File: config.mk
export PLATFORM = sky130hd
export DESIGN_NAME = fetch_align_unit
export DESIGN_NICKNAME = d
export VERILOG_FILES = /design/src/rtl/fetch_align_unit.sv
export SDC_FILE = /design/constraint.sdc
export NUM_CORES = 1
export LEC_CHECK = 0
export CORE_UTILIZATION = 33
export CTS_CLUSTER_SIZE = 8
export DETAILED_ROUTE_END_ITERATION = 12
export PLACE_DENSITY = 0.7
export SLEW_MARGIN = 20
export SYNTH_ARGS = -nofsm -noshare
export SYNTH_HDL_FRONTEND = slang
export SYNTH_SLANG_ARGS = --single-unit
File: constraint.sdc
create_clock -name clk -period 2.09 [get_ports clk]
set_input_delay 0.3135 -clock clk [delete_from_list [all_inputs] [get_ports clk]]
set_output_delay 0.3135 -clock clk [all_outputs]
set_load 0.005 [all_outputs]
File: src/rtl/fetch_align_unit.sv
// -----------------------------------------------------------------------------
// fetch_align_unit
//   Instruction fetch and alignment stage feeding decode. Walks a 16-bit
//   granular PC, reads 32-bit words from the I-cache and assembles complete
//   RV32I / RV32C instructions, including 32-bit instructions that straddle
//   a word boundary. One instruction per valid/ready handshake.
//
// Ports
//   clk, rst            clock; synchronous active-high reset
//   ICACHE_ren/addr     word read request (addr = byte address [31:2])
//   ICACHE_wen/wdata    unused write side, tied low
//   ICACHE_stall        cache busy; a read completes when ren=1 and stall=0
//   ICACHE_rdata        read data, byte-swapped relative to instruction order
//   redirect_valid/pc   one-cycle PC redirect from branch/jump resolution
//   out_valid/ready     handshake towards decode
//   out_instr/pc        instruction (zero-extended when compressed) and its PC
//   out_compressed      out_instr holds a 16-bit instruction
// -----------------------------------------------------------------------------
module fetch_align_unit #(
    parameter logic [31:0] RESET_PC = 32'h0000_0000
) (
    input  logic        clk,
    input  logic        rst,
    output logic        ICACHE_ren,
    output logic        ICACHE_wen,
    output logic [29:0] ICACHE_addr,
    output logic [31:0] ICACHE_wdata,
    input  logic        ICACHE_stall,
    input  logic [31:0] ICACHE_rdata,
    input  logic        redirect_valid,
    input  logic [31:0] redirect_pc,
    output logic        out_valid,
    input  logic        out_ready,
    output logic [31:0] out_instr,
    output logic [31:0] out_pc,
    output logic        out_compressed
);

    // Architectural fetch state
    logic [31:0] r_pc;          // next PC to deliver
    logic [15:0] r_h;           // halfword at r_pc when r_h_vld and r_pc[1]
    logic        r_h_vld;
    logic [31:0] r_s;           // skid word, already byte-reordered
    logic        r_s_vld;

    // Output register
    logic        r_out_vld;
    logic [31:0] r_out_instr;
    logic [31:0] r_out_pc;
    logic        r_out_comp;

    // Request control
    logic        r_run;         // low for one cycle after reset so ren starts at 0
    logic        r_hold;        // a stalled request is outstanding
    logic [29:0] r_hold_addr;
    logic        r_discard;     // outstanding request was overtaken by a redirect

    logic [31:0] w_rword;
    logic [31:0] w_word;
    logic        w_adv;
    logic        w_bufc;
    logic [31:0] w_pc_p2;
    logic [31:0] w_pc_p4;
    logic [29:0] w_need_addr;
    logic        w_ren_raw;
    logic        w_rd_use;
    logic        w_have;
    logic [31:0] w_redir_pc;

    logic [31:0] w_pc_n;
    logic [15:0] w_h_n;
    logic        w_hv_n;
    logic [31:0] w_s_n;
    logic        w_sv_n;
    logic        w_ov_n;
    logic [31:0] w_oi_n;
    logic [31:0] w_op_n;
    logic        w_oc_n;
    logic        w_hold_n;
    logic        w_discard_n;

    assign ICACHE_wen   = 1'b0;
    assign ICACHE_wdata = 32'h0;

    assign out_valid      = r_out_vld;
    assign out_instr      = r_out_instr;
    assign out_pc         = r_out_pc;
    assign out_compressed = r_out_comp;

    // Memory bytes arrive swapped; restore instruction order
    assign w_rword = {ICACHE_rdata[7:0], ICACHE_rdata[15:8],
                      ICACHE_rdata[23:16], ICACHE_rdata[31:24]};
    assign w_word  = r_s_vld ? r_s : w_rword;

    assign w_adv      = !r_out_vld || out_ready;
    assign w_pc_p2    = r_pc + 32'd2;
    assign w_pc_p4    = r_pc + 32'd4;
    assign w_redir_pc = redirect_pc & 32'hFFFF_FFFE;

    // A compressed halfword already sitting in H needs no memory access
    assign w_bufc = r_pc[1] && r_h_vld && (r_h[1:0] != 2'b11);

    // Straddle needs the word after H; aligned and post-redirect bubble need
    // the word containing r_pc
    assign w_need_addr = (r_pc[1] && r_h_vld) ? w_pc_p2[31:2] : r_pc[31:2];

    // Prefetch one word even under backpressure; the skid register absorbs it
    assign w_ren_raw = r_run && !r_s_vld && !w_bufc;

    // A stalled request keeps ren/addr frozen until the cache accepts it
    assign ICACHE_ren  = r_hold || w_ren_raw;
    assign ICACHE_addr = r_hold ? r_hold_addr : (w_ren_raw ? w_need_addr : 30'h0);

    assign w_rd_use = ICACHE_ren && !ICACHE_stall && !(r_hold && r_discard);
    assign w_have   = r_s_vld || w_rd_use;

    always_comb begin
        w_pc_n = r_pc;
        w_h_n  = r_h;
        w_hv_n = r_h_vld;
        w_s_n  = r_s;
        w_sv_n = r_s_vld;
        w_ov_n = r_out_vld;
        w_oi_n = r_out_instr;
        w_op_n = r_out_pc;
        w_oc_n = r_out_comp;

        if (w_adv) begin
            w_ov_n = 1'b0;
            if (w_bufc) begin
                w_ov_n = 1'b1;
                w_oi_n = {16'h0, r_h};
                w_op_n = r_pc;
                w_oc_n = 1'b1;
                w_pc_n = w_pc_p2;
                w_hv_n = 1'b0;
            end else if (w_have) begin
                w_sv_n = 1'b0;
                // Upper half always becomes the halfword at the new PC
                // (ignored after an aligned 32-bit instruction)
                w_h_n  = w_word[31:16];
                w_hv_n = 1'b1;
                if (!r_pc[1]) begin
                    w_ov_n = 1'b1;
                    w_op_n = r_pc;
                    if (w_word[1:0] == 2'b11) begin
                        w_oi_n = w_word;
                        w_oc_n = 1'b0;
                        w_pc_n = w_pc_p4;
                        w_hv_n = 1'b0;
                    end else begin
                        w_oi_n = {16'h0, w_word[15:0]};
                        w_oc_n = 1'b1;
                        w_pc_n = w_pc_p2;
                    end
                end else if (r_h_vld) begin
                    w_ov_n = 1'b1;
                    w_oi_n = {w_word[15:0], r_h};
                    w_op_n = r_pc;
                    w_oc_n = 1'b0;
                    w_pc_n = w_pc_p4;
                end
                // else: bubble after a redirect to an odd halfword, H loaded only
            end
        end else if (w_rd_use) begin
            w_s_n  = w_rword;
            w_sv_n = 1'b1;
        end

        if (redirect_valid) begin
            w_pc_n = w_redir_pc;
            w_hv_n = 1'b0;
            w_sv_n = 1'b0;
            w_ov_n = 1'b0;
        end
    end

    // The new target is already in r_pc; discarding the late data is enough
    // to make fetch restart there once the stalled request drains
    assign w_hold_n    = ICACHE_ren && ICACHE_stall;
    assign w_discard_n = w_hold_n && ((r_hold && r_discard) || redirect_valid);

    always_ff @(posedge clk) begin
        if (rst) begin
            r_pc        <= RESET_PC;
            r_h         <= 16'h0;
            r_h_vld     <= 1'b0;
            r_s         <= 32'h0;
            r_s_vld     <= 1'b0;
            r_out_vld   <= 1'b0;
            r_out_instr <= 32'h0;
            r_out_pc    <= 32'h0;
            r_out_comp  <= 1'b0;
            r_run       <= 1'b0;
            r_hold      <= 1'b0;
            r_hold_addr <= 30'h0;
            r_discard   <= 1'b0;
        end else begin
            r_pc        <= w_pc_n;
            r_h         <= w_h_n;
            r_h_vld     <= w_hv_n;
            r_s         <= w_s_n;
            r_s_vld     <= w_sv_n;
            r_out_vld   <= w_ov_n;
            r_out_instr <= w_oi_n;
            r_out_pc    <= w_op_n;
            r_out_comp  <= w_oc_n;
            r_run       <= 1'b1;
            r_hold      <= w_hold_n;
            r_hold_addr <= ICACHE_addr;
            r_discard   <= w_discard_n;
        end
    end

endmodule

==> impl_metrics.tcl, run 1 <==
set metrics [dict create \
    power_frac_seq_pct 41.7 \
    fin_crit_ps 2544 \
    die_y_um 172.7 \
    hold_viol 0 \
    drc_errors 0 \
    cp-end-kind "output pin" \
    cap_violations 0 \
    dp_hpwl_mm 26.47 \
    synthToLayoutAreaGrowth_pct 60.19 \
    drt_first_pass_iters 5 \
    arrival_ps 2230 \
    cts_hold_buf 0 \
    rsz0062_at_grt "yes" \
    die-area_sq_um 29820 \
    p_per_area_nw_per_um2 576.9 \
    max_slew_margin_pct 42.24 \
    netlist.area_leader.share_pct 37.69 \
    setup_viol 51 \
    swShare_pct 29.43 \
    cp_num_buf_inv 3 \
    required_ps 1780 \
    cts_buffers 17 \
    num_antenna_cells 0 \
    synth_top_family_by_area "simple AND/OR/NAND/NOR gates" \
    crit_fanout 4 \
    fin_crit_sh_pct 121.7 \
    switchingPower_mw 2.615 \
    yosys.area_share.simple_pct 23.11 \
    internal-power_mw 6.270 \
    yosys.area.top_type "dfxtp_1" \
    detail-route-antenna-nets 0 \
    synth_compound_area_share_pct 20.20 \
    final_util_pct 53.66 \
    synthArstFlopShare_pct 0 \
    nFillCells 2536 \
    cp_top_family "simple AND/OR/NAND/NOR gates" \
    synth-edff-count 0 \
    slowest_delay_ps 380 \
    clk_pin_slew_ps 70 \
    clock_latency_ps 440 \
    vias 10410 \
    ys.warnings.count 0 \
    slew_viol_final 0 \
    core_region_area_sq_um 28700 \
    yosys.area_share.xor_xnor_pct 2.277 \
    status "complete, but fails checks" \
    fin_tns_setup_ps -10830 \
    gp_congestion 0.9634 \
    drtIter0Drc 735 \
    synth_area_leaders "dfxtp_1 (38%), mux2i_1 (7.1%), nand2_1 (6.4%), nor2_1 (4.4%), a21oi_1 (3.4%)" \
    viasPerCell 5.348 \
    yosys.cell_count.top_type "dfxtp_1" \
    clock_sinks 181 \
    crit_top_cell "nand4_1" \
    grt_use_total_pct 24.21 \
    start_util_pct 33.50 \
    ys_seq_area_share_pct 37.69 \
    cts_root_buffer "clkbuf_16" \
    synth_commonest_cells "dfxtp_1 (181), nand2_1 (165), nor2_1 (113), mux2i_1 (68), a21oi_1 (66)" \
    worst-slew-pin-transition_ps 866.3 \
    wl_per_cell_um 19.39 \
    violations "setup timing" \
    cp_cell_sequence "buf_6, nand4_1, buf_4, nor4_4, nand4_1, xor2_2, o21ai_1, buf_2" \
    syn_inst 1170 \
    clockBufferDepth 2 \
    p_leak_nw 6.265 \
    grt_antenna_before_repair 1 \
    avgSynthCellArea_sq_um 8.217 \
    port_buffers 164 \
    finClkSkew_ps 9.627 \
    die_w_um 172.7 \
    synth.cell_area_sq_um 9614 \
    fmax_ghz 0.3931 \
    cp_slowest_cell "dfxtp_4" \
    fin_nets 1620 \
    rows 62 \
    synth_ff_type "dfxtp_1" \
    grt_pass1_wl_mm 56.68 \
    hold_path.class "primary input to register" \
    drive_gt1_share_pct 35.34 \
    worstSetupPathType "register to output pin" \
    clkPwrFrac_pct 36.7 \
    grt_overflow_total 0 \
    cp-start-kind "register" \
    vdd_drop_max_mv 0.4792 \
    synth_seq_cells 181 \
    setup_slack_ps -453.8 \
    combPwrFrac_pct 21.6 \
    grt_max_degree 80 \
    cts_max_level 4 \
    drt-total-wl_mm 37.74 \
    synth_adder_area_share_pct 0.2603 \
    first_global_vias 10300 \
    synth_cell_types 82 \
    io_pins 199 \
    synthMuxAreaShare_pct 8.199 \
    cts_tree "built" \
]
==> flip-flops by register name, summed over array words and instances, names as in the netlist, named ones only <==
register,cells
out_instr,32
out_pc,32
r_s,32
r_pc,31
r_hold_addr,30
r_h,16
out_compressed,1
out_valid,1
r_discard,1
r_h_vld,1
r_hold,1
r_run,1
r_s_vld,1
==> cells by family after synthesis <==
kind of cell	Yosys count
XOR/XNOR	25
AO/OA/AOI/OAI	280
multiplexers	77
adder cells (fa/ha/maj)	2
other	1
flip-flops	181
buffers and inverters	146
AND/OR/NAND/NOR	458
==> timing repair <==
item                       in CTS  in global routing
gates resized for setup       338                112
setup endpoints to repair     109                 73
pin swaps                      94                 73
cloned                          0                  2
buffers inserted               68                 28
==> power groups by stage <==
| stage | combinational (mW) | sequential (mW) | clock [mW] |
|---|---|---|---|
| after floorplan | 0.799 | 3.75 | 0 |
| after global placement | 1.58 | 3.78 | 0 |
| after detailed placement | 1.60 | 3.78 | 0 |
| after CTS | 1.76 | 3.70 | 3.30 |
| after global routing | 2.03 | 3.72 | 3.42 |
| final | 1.92 | 3.71 | 3.26 |
==> through the flow <==
step | setup slack (ps) | power (mW) | std cells | hold WS (ps) | instance area, sq um
after floorplan | 16.29 | 4.549 | 1202 | 416.7 | 9757
after global placement | -656.1 | 5.357 | 1826 | 442.4 | 12860
after detailed placement | -698.0 | 5.375 | 1826 | 443.9 | 12860
after CTS | -507.5 | 8.762 | 1924 | 226.4 | 14720
after global routing | -564.2 | 9.175 | 1946 | 248.6 | 15400
final | -453.8 | 8.885 | 1946 | 252.9 | 15400
==> area by class of cell <==
cell class / instances / area [sq um] / area share (%)
clock inverters: 12 / 112.6 / 0.7312
multi-input cells: 875 / 6454 / 41.90
clock buffers: 20 / 466.7 / 3.030
inverters: 11 / 48.80 / 0.3168
repair buffers: 463 / 4154 / 26.97
well taps: 384 / 480.5 / 3.120
flip-flops and latches: 181 / 3685 / 23.93
==> cell usage in the layout (no fill, tap or decap), types with 8 or more instances in the layout <==
cell / netlist / final
nor3_4: 0 / 9
nand3_1: 26 / 21
a21oi_1: 66 / 64
and2_1: 29 / 27
dfxtp_1: 181 / 156
dfxtp_2: 0 / 13
nor3_1: 31 / 15
buf_6: 7 / 61
a211oi_1: 23 / 20
clkbuf_16: 0 / 18
buf_2: 28 / 29
o22ai_1: 13 / 12
o21ai_0: 45 / 19
o21ai_1: 1 / 15
o211ai_1: 16 / 16
buf_12: 0 / 10
mux2i_1: 68 / 65
clkdlybuf4s50_1: 0 / 131
nand4_1: 18 / 18
o21ai_2: 1 / 10
xnor2_2: 0 / 8
nor3_2: 1 / 8
a31oi_1: 10 / 10
nor4_4: 1 / 9
conb_1: 1 / 33
nand2_1: 165 / 155
buf_4: 41 / 222
o21a_1: 30 / 30
nor2_1: 113 / 110
dfxtp_4: 0 / 12
==> metal layers <==
metal | track usage [%] | vias to the layer above | share of wire [%]
met3 | 4.661 | 112 | 5.7
li1 | - | 4882 | -
met4 | 12.68 | 2 | 4.6
met1 | 27.89 | 5001 | 40
met5 | 0 | - | 0.034
met2 | 42.42 | 410 | 50
==> worst paths after layout <==
kind,startpoint,end,slack [ps],depth (start not counted)
worst max register to register,r_pc[3],r_pc[15],-190,10
worst min-delay path,rst,out_compressed,250,2
worst min register to register,out_instr[0],out_instr[0],450,2
worst max-delay path,r_pc[7],ICACHE_addr[22],-450,8
No activity file was read; power rests on OpenSTA's default activity.
==> run 2: changes to the inputs <==
CTS_BUF_LIST = sky130_fd_sc_hd__clkbuf_16   (was default)
PLACE_DENSITY = 0.55   (was 0.7)
==> run 2 against run 1 <==
  * The run still ends with setup timing left
  * Routed wire length up 9.5%
  * Count of clock-buffer cells in the layout down 3
  * First-iteration DRC count up 4.4%
  * Worst hold slack better by 110 ps
  * Combinational power up 8%
  * Via count up 1.7%
  * Utilization up 2.3 points
  * Flip-flop and latch count unchanged
  * Die area unchanged
  * Critical path type unchanged
  * Largest power group unchanged
==> impl_metrics.tcl, run 2 (synthesized netlist as in run 1, its figures left out) <==
set metrics [dict create \
    combPwrFrac_pct 22.6 \
    finClkSkew_ps 17.18 \
    grt_pass1_wl_mm 60.29 \
    final_util_pct 55.99 \
    drt_first_pass_iters 5 \
    die_y_um 172.7 \
    cp_cell_sequence "and4_4, buf_6, nand4_1, buf_4, nor4_4, xnor2_2, o21ai_1, buf_2" \
    fmax_ghz 0.3902 \
    die-area_sq_um 29820 \
    layout.cells.most_common "buf_4" \
    cts_root_buffer "clkbuf_16" \
    first_global_vias 10390 \
    core_region_area_sq_um 28700 \
    hold_viol 0 \
    setup_viol 81 \
    rsz0062_at_grt "yes" \
    fin_nets 1664 \
    wl_per_cell_um 20.76 \
    nFillCells 2605 \
    arrival_ps 2250 \
    swShare_pct 31.26 \
    hold_path.class "primary input to register" \
    fin_crit_sh_pct 122.6 \
    p_per_area_nw_per_um2 573.9 \
    drive_gt1_share_pct 38.23 \
    drtIter0Drc 767 \
    cp_num_buf_inv 3 \
    worstSetupPathType "register to output pin" \
    clock_sinks 181 \
    required_ps 1780 \
    clkPwrFrac_pct 37.3 \
    grt_overflow_total 0 \
    mostFrequentLayoutCells "buf_4 (249), dfxtp_1 (159), nand2_1 (151)" \
    setup_slack_ps -472.9 \
    internal-power_mw 6.339 \
    die_w_um 172.7 \
    cp_top_family "simple AND/OR/NAND/NOR gates" \
    slowest_delay_ps 370 \
    violations "setup timing" \
    grt_use_total_pct 26.22 \
    start_util_pct 33.50 \
    cts_tree "built" \
    cts_max_level 4 \
    p_leak_nw 6.556 \
    grt_antenna_before_repair 1 \
    io_pins 199 \
    clockBufferDepth 2 \
    cap_violations 0 \
    viasPerCell 5.321 \
    fin_total_pwr_mw 9.222 \
    max_slew_margin_pct 62.34 \
    cp-end-kind "output pin" \
    grt_max_degree 96 \
    clk_pin_slew_ps 80 \
    slew_viol_final 0 \
    cp-start-kind "register" \
    worst-slew-pin-transition_ps 560.5 \
    drc_errors 0 \
    dp_hpwl_mm 28.31 \
    finalHoldWorstSlack_ps 362.4 \
    power_frac_seq_pct 40.2 \
    rows 62 \
    port_buffers 164 \
    num_antenna_cells 0 \
    status "complete, but fails checks" \
    vias 10590 \
    detail-route-antenna-nets 0 \
    vdd_drop_max_mv 0.5834 \
    fin_crit_ps 2563 \
    switchingPower_mw 2.883 \
    cts_buffers 17 \
    cp_slowest_cell "dfxtp_4" \
    fin_tns_setup_ps -15340 \
    crit_fanout 3 \
    synthToLayoutAreaGrowth_pct 67.14 \
    clock_latency_ps 450 \
    drt-total-wl_mm 41.30 \
    gp_congestion 0.9098 \
]
## run 2: cell count changes in the layout (fill, tap and decap cells not counted), sizes merged
cell,change
clkinv,+2
clkbuf,-1
dlymetal6s2s,-1
clkdlybuf4s50,+1
clkinvlp,+1
clkdlybuf4s15,-1
buf,+43
## run 2: timing repair
item                                   in CTS  in global routing
cloned                                      3                  5
endpoints found under the hold margin       0                  0
pin swaps                                 100                 85
setup endpoints to repair                 109                123
gates resized for setup                   355                134
setup buffers                              73                 47
hold buffers                                0                  0
## run 2: layer usage
metal	global-route usage, %	wire length [um]	vias up
met2	45.95	20920	374
met1	30.59	16400	5164
met3	4.507	1858	97
met4	13.61	2117	0
met5	0	0	-
li1	-	-	4954
## run 2: worst paths after layout
kind / start / endpoint / slack, ps / cells after the start
min reg2reg: out_instr[0] / out_instr[0] / 450 / 2
min: rst / r_hold_addr[25] / 360 / 4
max: r_pc[3] / ICACHE_addr[23] / -470 / 8
max reg2reg: r_pc[2] / r_hold_addr[10] / -420 / 16
## run 2: final cells by class
type | instances | area [sq um] | area share [%]
inverters | 11 | 53.80 | 0.3348
multi-input cells | 875 | 6539 | 40.69
clock buffers | 17 | 425.4 | 2.647
clock inverters | 15 | 187.7 | 1.168
flip-flops and latches | 181 | 3679 | 22.89
well taps | 384 | 480.5 | 2.990
repair buffers | 507 | 4705 | 29.28
## run 2: power by group through the flow
stage,logic (mW),clock network [mW],registers (mW)
floorplan,0.799,0,3.75
global placement,1.66,0,3.77
detailed placement,1.67,0,3.78
CTS,1.85,3.49,3.70
global route,2.20,3.60,3.72
finish,2.08,3.44,3.70
## run 2: metrics by stage
step	area, sq um	worst slack (ps)	instances
floorplan	9757	16.29	1202
global placement	13080	-680.0	1855
detailed placement	13080	-664.1	1855
CTS	15110	-528.5	1956
global route	16070	-578.4	1990
finish	16070	-472.9	1990
## run 2: worst min-delay path, cell delays in order
cell	delay, ps
buf_4	160
or4_1	120
or3_1	90
o211ai_1	70
